**src/rtl/sc_fir_pkg.sv**
```systemverilog
// Shared types and defaults for the stochastic-computing FIR sequencer.
//   sched_state_t : sequencer states (IDLE, LOAD, RUN, DONE)
//   TAPS_DEF      : default tap count
//   BS_LOG2_DEF   : default log2 bitstream length per evaluation window
package sc_fir_pkg;

  typedef enum logic [1:0] {
    IDLE = 2'd0,
    LOAD = 2'd1,
    RUN  = 2'd2,
    DONE = 2'd3
  } sched_state_t;

  localparam int TAPS_DEF    = 39;
  localparam int BS_LOG2_DEF = 8;

endpackage

```
**src/rtl/sat_counter.sv**
```systemverilog
// Saturating up-counter with synchronous clear.
//   clock : rising-edge clock
//   clr   : synchronous clear (has priority over inc)
//   inc   : increment enable; the count holds once it reaches MAX
//   cnt   : current count
module sat_counter #(
  parameter int unsigned   W   = 8,
  parameter logic [W-1:0]  MAX = '1
) (
  input  logic         clock,
  input  logic         clr,
  input  logic         inc,
  output logic [W-1:0] cnt
);

  always_ff @(posedge clock) begin
    if (clr) begin
      cnt <= '0;
    end else if (inc && (cnt != MAX)) begin
      cnt <= cnt + 1'b1;
    end
  end

endmodule

```
**src/rtl/sc_fir_sched.sv**
```systemverilog
// Sequencer for the stochastic-computing FIR input path.
// Accepts samples over valid/ready, strobes them into the tap delay line,
// and once the line is primed runs one 2^BS_LOG2-cycle evaluation window per
// sample, driving the SNG index and accumulator controls, then holds a
// result-valid handshake until the consumer takes it.
//   clock, reset          : clock, synchronous active-high reset
//   in_valid/in_ready     : sample handshake, in_data = sample
//   dl_shift_en, dl_data  : delay-line shift strobe and entry-0 value
//   sng_idx               : SNG/LFSR step index within the window
//   acc_clr, acc_en       : accumulator clear / accumulate enable
//   res_valid/res_ready   : result handshake
//   primed                : delay line holds TAPS*STRIDE valid samples
// Optional build macro SC_FIR_SCHED_PERF_EN adds stall_cnt (cycles with
// in_valid && !in_ready) and win_cnt (completed RUN windows), both 32-bit
// saturating and cleared by reset.
module sc_fir_sched
  import sc_fir_pkg::*;
#(
  parameter int N       = 8,
  parameter int TAPS    = TAPS_DEF,
  parameter int STRIDE  = 1,
  parameter int BS_LOG2 = BS_LOG2_DEF
) (
  input  logic               clock,
  input  logic               reset,
  input  logic               in_valid,
  output logic               in_ready,
  input  logic [N-1:0]       in_data,
  output logic               dl_shift_en,
  output logic [N-1:0]       dl_data,
  output logic [BS_LOG2-1:0] sng_idx,
  output logic               acc_clr,
  output logic               acc_en,
  output logic               res_valid,
  input  logic               res_ready,
  output logic               primed
`ifdef SC_FIR_SCHED_PERF_EN
  ,
  output logic [31:0]        stall_cnt,
  output logic [31:0]        win_cnt
`endif
);

  localparam int FILL_MAX = TAPS * STRIDE;
  localparam int FW       = $clog2(FILL_MAX + 1);
  localparam logic [FW-1:0] FILL_TOP = FW'(FILL_MAX);
  localparam logic [FW-1:0] FILL_PRE = FW'(FILL_MAX - 1);

  sched_state_t state, state_next;
  logic [FW-1:0] fill;
  logic          accept;
  logic          load_fills;
  logic          idx_last;
  logic          primed_next;
  logic          load_inc;

  assign in_ready = (state == IDLE) && !reset;
  assign accept   = in_valid && in_ready;
  assign idx_last = (sng_idx == '1);
  assign load_inc = (state == LOAD);

  // The LOAD about to complete brings fill to its ceiling (fill saturates,
  // so an already-full line also qualifies).
  assign load_fills  = (fill >= FILL_PRE);
  assign primed_next = (state == LOAD) ? load_fills : (fill == FILL_TOP);

  sat_counter #(.W(FW), .MAX(FILL_TOP)) u_fill (
    .clock (clock),
    .clr   (reset),
    .inc   (load_inc),
    .cnt   (fill)
  );

  always_ff @(posedge clock) begin
    if (reset) begin
      state <= IDLE;
    end else begin
      state <= state_next;
    end
  end

  always_comb begin
    state_next = state;
    unique case (state)
      IDLE: if (accept)     state_next = LOAD;
      LOAD: state_next = load_fills ? RUN : IDLE;
      RUN:  if (idx_last)   state_next = DONE;
      DONE: if (res_ready)  state_next = IDLE;
      default: state_next = IDLE;
    endcase
  end

  // Outputs are registered from the next state so each strobe is high for
  // exactly the cycles spent in its state.
  always_ff @(posedge clock) begin
    if (reset) begin
      dl_shift_en <= 1'b0;
      dl_data     <= '0;
      sng_idx     <= '0;
      acc_clr     <= 1'b0;
      acc_en      <= 1'b0;
      res_valid   <= 1'b0;
      primed      <= 1'b0;
    end else begin
      dl_shift_en <= (state_next == LOAD);
      acc_clr     <= (state_next == LOAD);
      acc_en      <= (state_next == RUN);
      res_valid   <= (state_next == DONE);
      primed      <= primed_next;
      if (accept) begin
        dl_data <= in_data;
      end
      if (state == RUN) begin
        sng_idx <= idx_last ? '0 : sng_idx + 1'b1;
      end
    end
  end

`ifdef SC_FIR_SCHED_PERF_EN
  logic stall_inc;
  logic win_inc;

  assign stall_inc = in_valid && !in_ready;
  assign win_inc   = (state == RUN) && idx_last;

  sat_counter #(.W(32), .MAX(32'hFFFF_FFFF)) u_stall (
    .clock (clock),
    .clr   (reset),
    .inc   (stall_inc),
    .cnt   (stall_cnt)
  );

  sat_counter #(.W(32), .MAX(32'hFFFF_FFFF)) u_win (
    .clock (clock),
    .clr   (reset),
    .inc   (win_inc),
    .cnt   (win_cnt)
  );
`endif

endmodule

```
**config.mk**
```make
export PLATFORM = sky130hd
export DESIGN_NAME = sc_fir_sched
export DESIGN_NICKNAME = d
export VERILOG_FILES = /design/src/rtl/sc_fir_pkg.sv /design/src/rtl/sat_counter.sv /design/src/rtl/sc_fir_sched.sv
export SDC_FILE = /design/constraint.sdc
export NUM_CORES = 1
export LEC_CHECK = 0
export CAP_MARGIN = 20
export CORE_MARGIN = 5
export CORE_UTILIZATION = 40
export DETAILED_ROUTE_END_ITERATION = 6
export GPL_TIMING_DRIVEN = 0
export MAX_ROUTING_LAYER = met4
export PLACE_DENSITY_LB_ADDON = 0.25
export SLEW_MARGIN = 20
export SYNTH_ARGS = -nofsm -noshare
export SYNTH_HDL_FRONTEND = slang
export SYNTH_SLANG_ARGS = --single-unit
```
**constraint.sdc**
```tcl
create_clock -name clock -period 1.48 [get_ports clock]
set_input_delay 0.444 -clock clock [delete_from_list [all_inputs] [get_ports clock]]
set_output_delay 0.444 -clock clock [all_outputs]
set_load 0.05 [all_outputs]
```
==> run metrics <==
post-route cell area 1890 um^2; final setup vio count 2; fin. max-slew vios 0; setup slack after layout -42.0 ps; num ports 34; EDFF count, synth 0; Pleak 0.729 nW; Synth Area in XOR/XNOR 1.33%; Synth Area in Simple Gates 22.9%; number of global-route vias before repair 1165; starting density of the core 42.5%; Crit Path Max Fanout 7; drt total wl 3140 um; Slew HR 76.6%; Avg Cell Area, Syn 9.28 um^2; max incr delay on CP 400 ps; total track usage 15.4%; fraction of registers with async set/reset 0%; pin count of the biggest net entering global routing 16; Worst setup EP type output port; CP arrival 1080 ps; reg-to-reg startpoint state[0]$_SDFF_PP0_; root buffer selected by CTS clkbuf_4; HP Class flip-flop to flip-flop; Fill cells 289; Mapped Nets 157; FMAX 0.657 GHz; power consumption 1.32 mW; Synth top area share 42.5%; synthesized instance count 142; global route overflow 0; most instantiated cells after synthesis dfxtp_1 (28), nand2_1 (20), a21oi_1 (10); H-tree depth 1; gpl congestion 0.805; post-route setup TNS -48.0 ps; Multi-input gate area 764 um^2; Clock transition at path regs 150 ps; drt first pass iters 4; most frequent cell after synthesis dfxtp_1; pwr dens 701 nW/um^2; Antenna Cells 0; Setup Crit Path Kind flip-flop to output port; hold path depth 2; Distinct cells, synth 40; part of the cycle the worst path needs 103%; post-synthesis adder-cell area fraction 2.85%; initial antenna violation count 0; multiplexer share of the synthesized area 3.32%; Reg-to-Reg End sng_idx[7]$_SDFFE_PP0P_; Slew @ Worst Pin 349 ps; worst vdd ir 426 uV; status finished, violations left; Synth Warn # 0; Worst Hold Launch dl_data[1]$_SDFFE_PP0P_; failing checks negative setup slack; final hold vios 0; nets 202; Finished Layout Cells 230; Synth Area in Compound Gates 19.3%; dpl ws -1200 ps; Hold Path End dl_data[1]$_SDFFE_PP0P_; via count 1185; first-pass GRT wire length 5220 um; worst-skew pair later-pin latency 330 ps; register area 597 um^2; Synth area leaders dfxtp_1 (43%), nand2_1 (5.7%), a21oi_2 (5.3%), a21oi_1 (3.8%), buf_6 (3.4%); Post-DP Area 1780 um^2; DRC marker count from the first detailed-route iteration 43; Die X-Extent 67.4 um; Die H 67.4 um; antenna-violating nets left 0; Hold-fix buffers, CTS 0; clk buf depth 2; worst-path cell chain nor3_4 > buf_6; share of cells above drive strength 1 46.8%; Data required, critical path 1040 ps; DR WL/cell 13.6 um; RSZ-0062 raised after global routing yes; #FFs+latches synth 28; CTS tree yes; CTS Buf Count 3; DPL Wire Length 2170 um; synth-to-layout area growth 43.4%; Yosys top cell by area dfxtp_1; # rows 20; FF-to-FF setup slack -10 ps; port bufs 33; CP max-delay cell dfxtp_4; largest family of logic cells by synthesized area simple AND/OR/NAND/NOR gates; DRC violations left 0; FF-to-FF path depth 4; Mapped Area 1320 um^2; register area share after synthesis 42.5%; min Tclk post-route 1520 ps; DR vias/cell 5.15; die area 4540 um^2; max cap viols 0; primary flip-flop cell chosen by synthesis mapping dfxtp_1; CTS sink cnt 28; crit start category flip-flop; Fin Clk Skew 3.29 ps; Cell Count Post-Placement 219; core area 3100 um^2
[area by class of cell]
type                       instances  share of cell area, %
buffer                             5                   3.97
clock buffer                       3                   1.19
clock inverter                     1                  0.199
inverter                           6                   1.85
multi-input combinational        100                   40.5
sequential                        28                   31.6
tap                               44                   2.91
timing repair buffer              42                   17.0
timing repair inverter             1                  0.861
[worst max path at each step]
stage	to	slack [ps]	depth (start not counted)	start
6_report	in_ready	-40	2	state[0]$_SDFF_PP0_
5_1_grt	in_ready	-110	2	state[0]$_SDFF_PP0_
4_1_cts	in_ready	-90	2	state[1]$_SDFF_PP0_
3_5_place_dp	in_ready	-1200	5	reset
3_3_place_gp	in_ready	-1200	5	reset
2_1_floorplan	in_ready	-160	3	reset
[worst max-delay path: cells and delay by family, from the launching register on]
kind,cells,cell delay [ps]
buffers and inverters,1,180
flip-flops,1,400
AND/OR/NAND/NOR,1,160
[power breakdown]
group / internal, mW / leakage (nW) / switching [mW] / total (mW)
sequential: 0.755 / 0.236 / 0.0108 / 0.766
clock: 0.0992 / 0.0154 / 0.226 / 0.325
combinational: 0.101 / 0.477 / 0.133 / 0.234
total: 0.955 / 0.729 / 0.369 / 1.32
[cells by family after synthesis]
group           count (synthesis)
compound gates                 35
xor+xnor                        2
fa+ha+maj                       3
buf+inv                        14
flops                          28
mux                             4
simple gates                   56
[sequential cells by signal (all words and copies together), names as in the netlist]
register    flops
res_valid       1
primed          1
acc_clr         1
state           2
sng_idx         8
acc_en          1
dl_data         8
u_fill.cnt      6
[cell usage in the layout, fill, tap and decap left out, drive strengths merged, types with 3 or more instances in the layout]
| cell type | n |
|---|---|
| a21oi | 18 |
| buf | 33 |
| clkbuf | 7 |
| clkdlybuf4s50 | 9 |
| clkinv | 3 |
| dfxtp | 28 |
| ha | 3 |
| inv | 5 |
| mux2 | 3 |
| nand2 | 23 |
| nor2 | 7 |
| nor2b | 3 |
| nor3 | 3 |
| o21ai | 5 |
| o31ai | 3 |
| or3 | 6 |
[through the flow]
step / utilization [%] / hold WS [ps]
after global routing: 60.9 / 496
after global placement: 57.4 / 458
after floorplan: - / 459
after detailed placement: 57.4 / 459
after CTS: 58.4 / 479
final: 60.9 / 466
[layer usage]
| layer | wire [um] | up-vias | share of wire [%] | track usage [%] |
|---|---|---|---|---|
| li1 | - | 594 | - | - |
| met1 | 1360 | 553 | 43 | 16.9 |
| met2 | 1590 | 33 | 51 | 27.6 |
| met3 | 139 | 5 | 4.4 | 3.00 |
| met4 | 48 | 0 | 1.5 | 5.32 |
| met5 | 0 | - | 0 | - |
[what timing repair did]
action                                  in CTS  in global routing
gates cloned                                 2                  0
endpoints found under the setup margin      39                 25
pin swaps                                    5                 11
endpoints found under the hold margin        0                  0
gates resized for setup                    127                 28
buffers inserted                             4                  4
No activity file was read; power rests on OpenSTA's default activity.
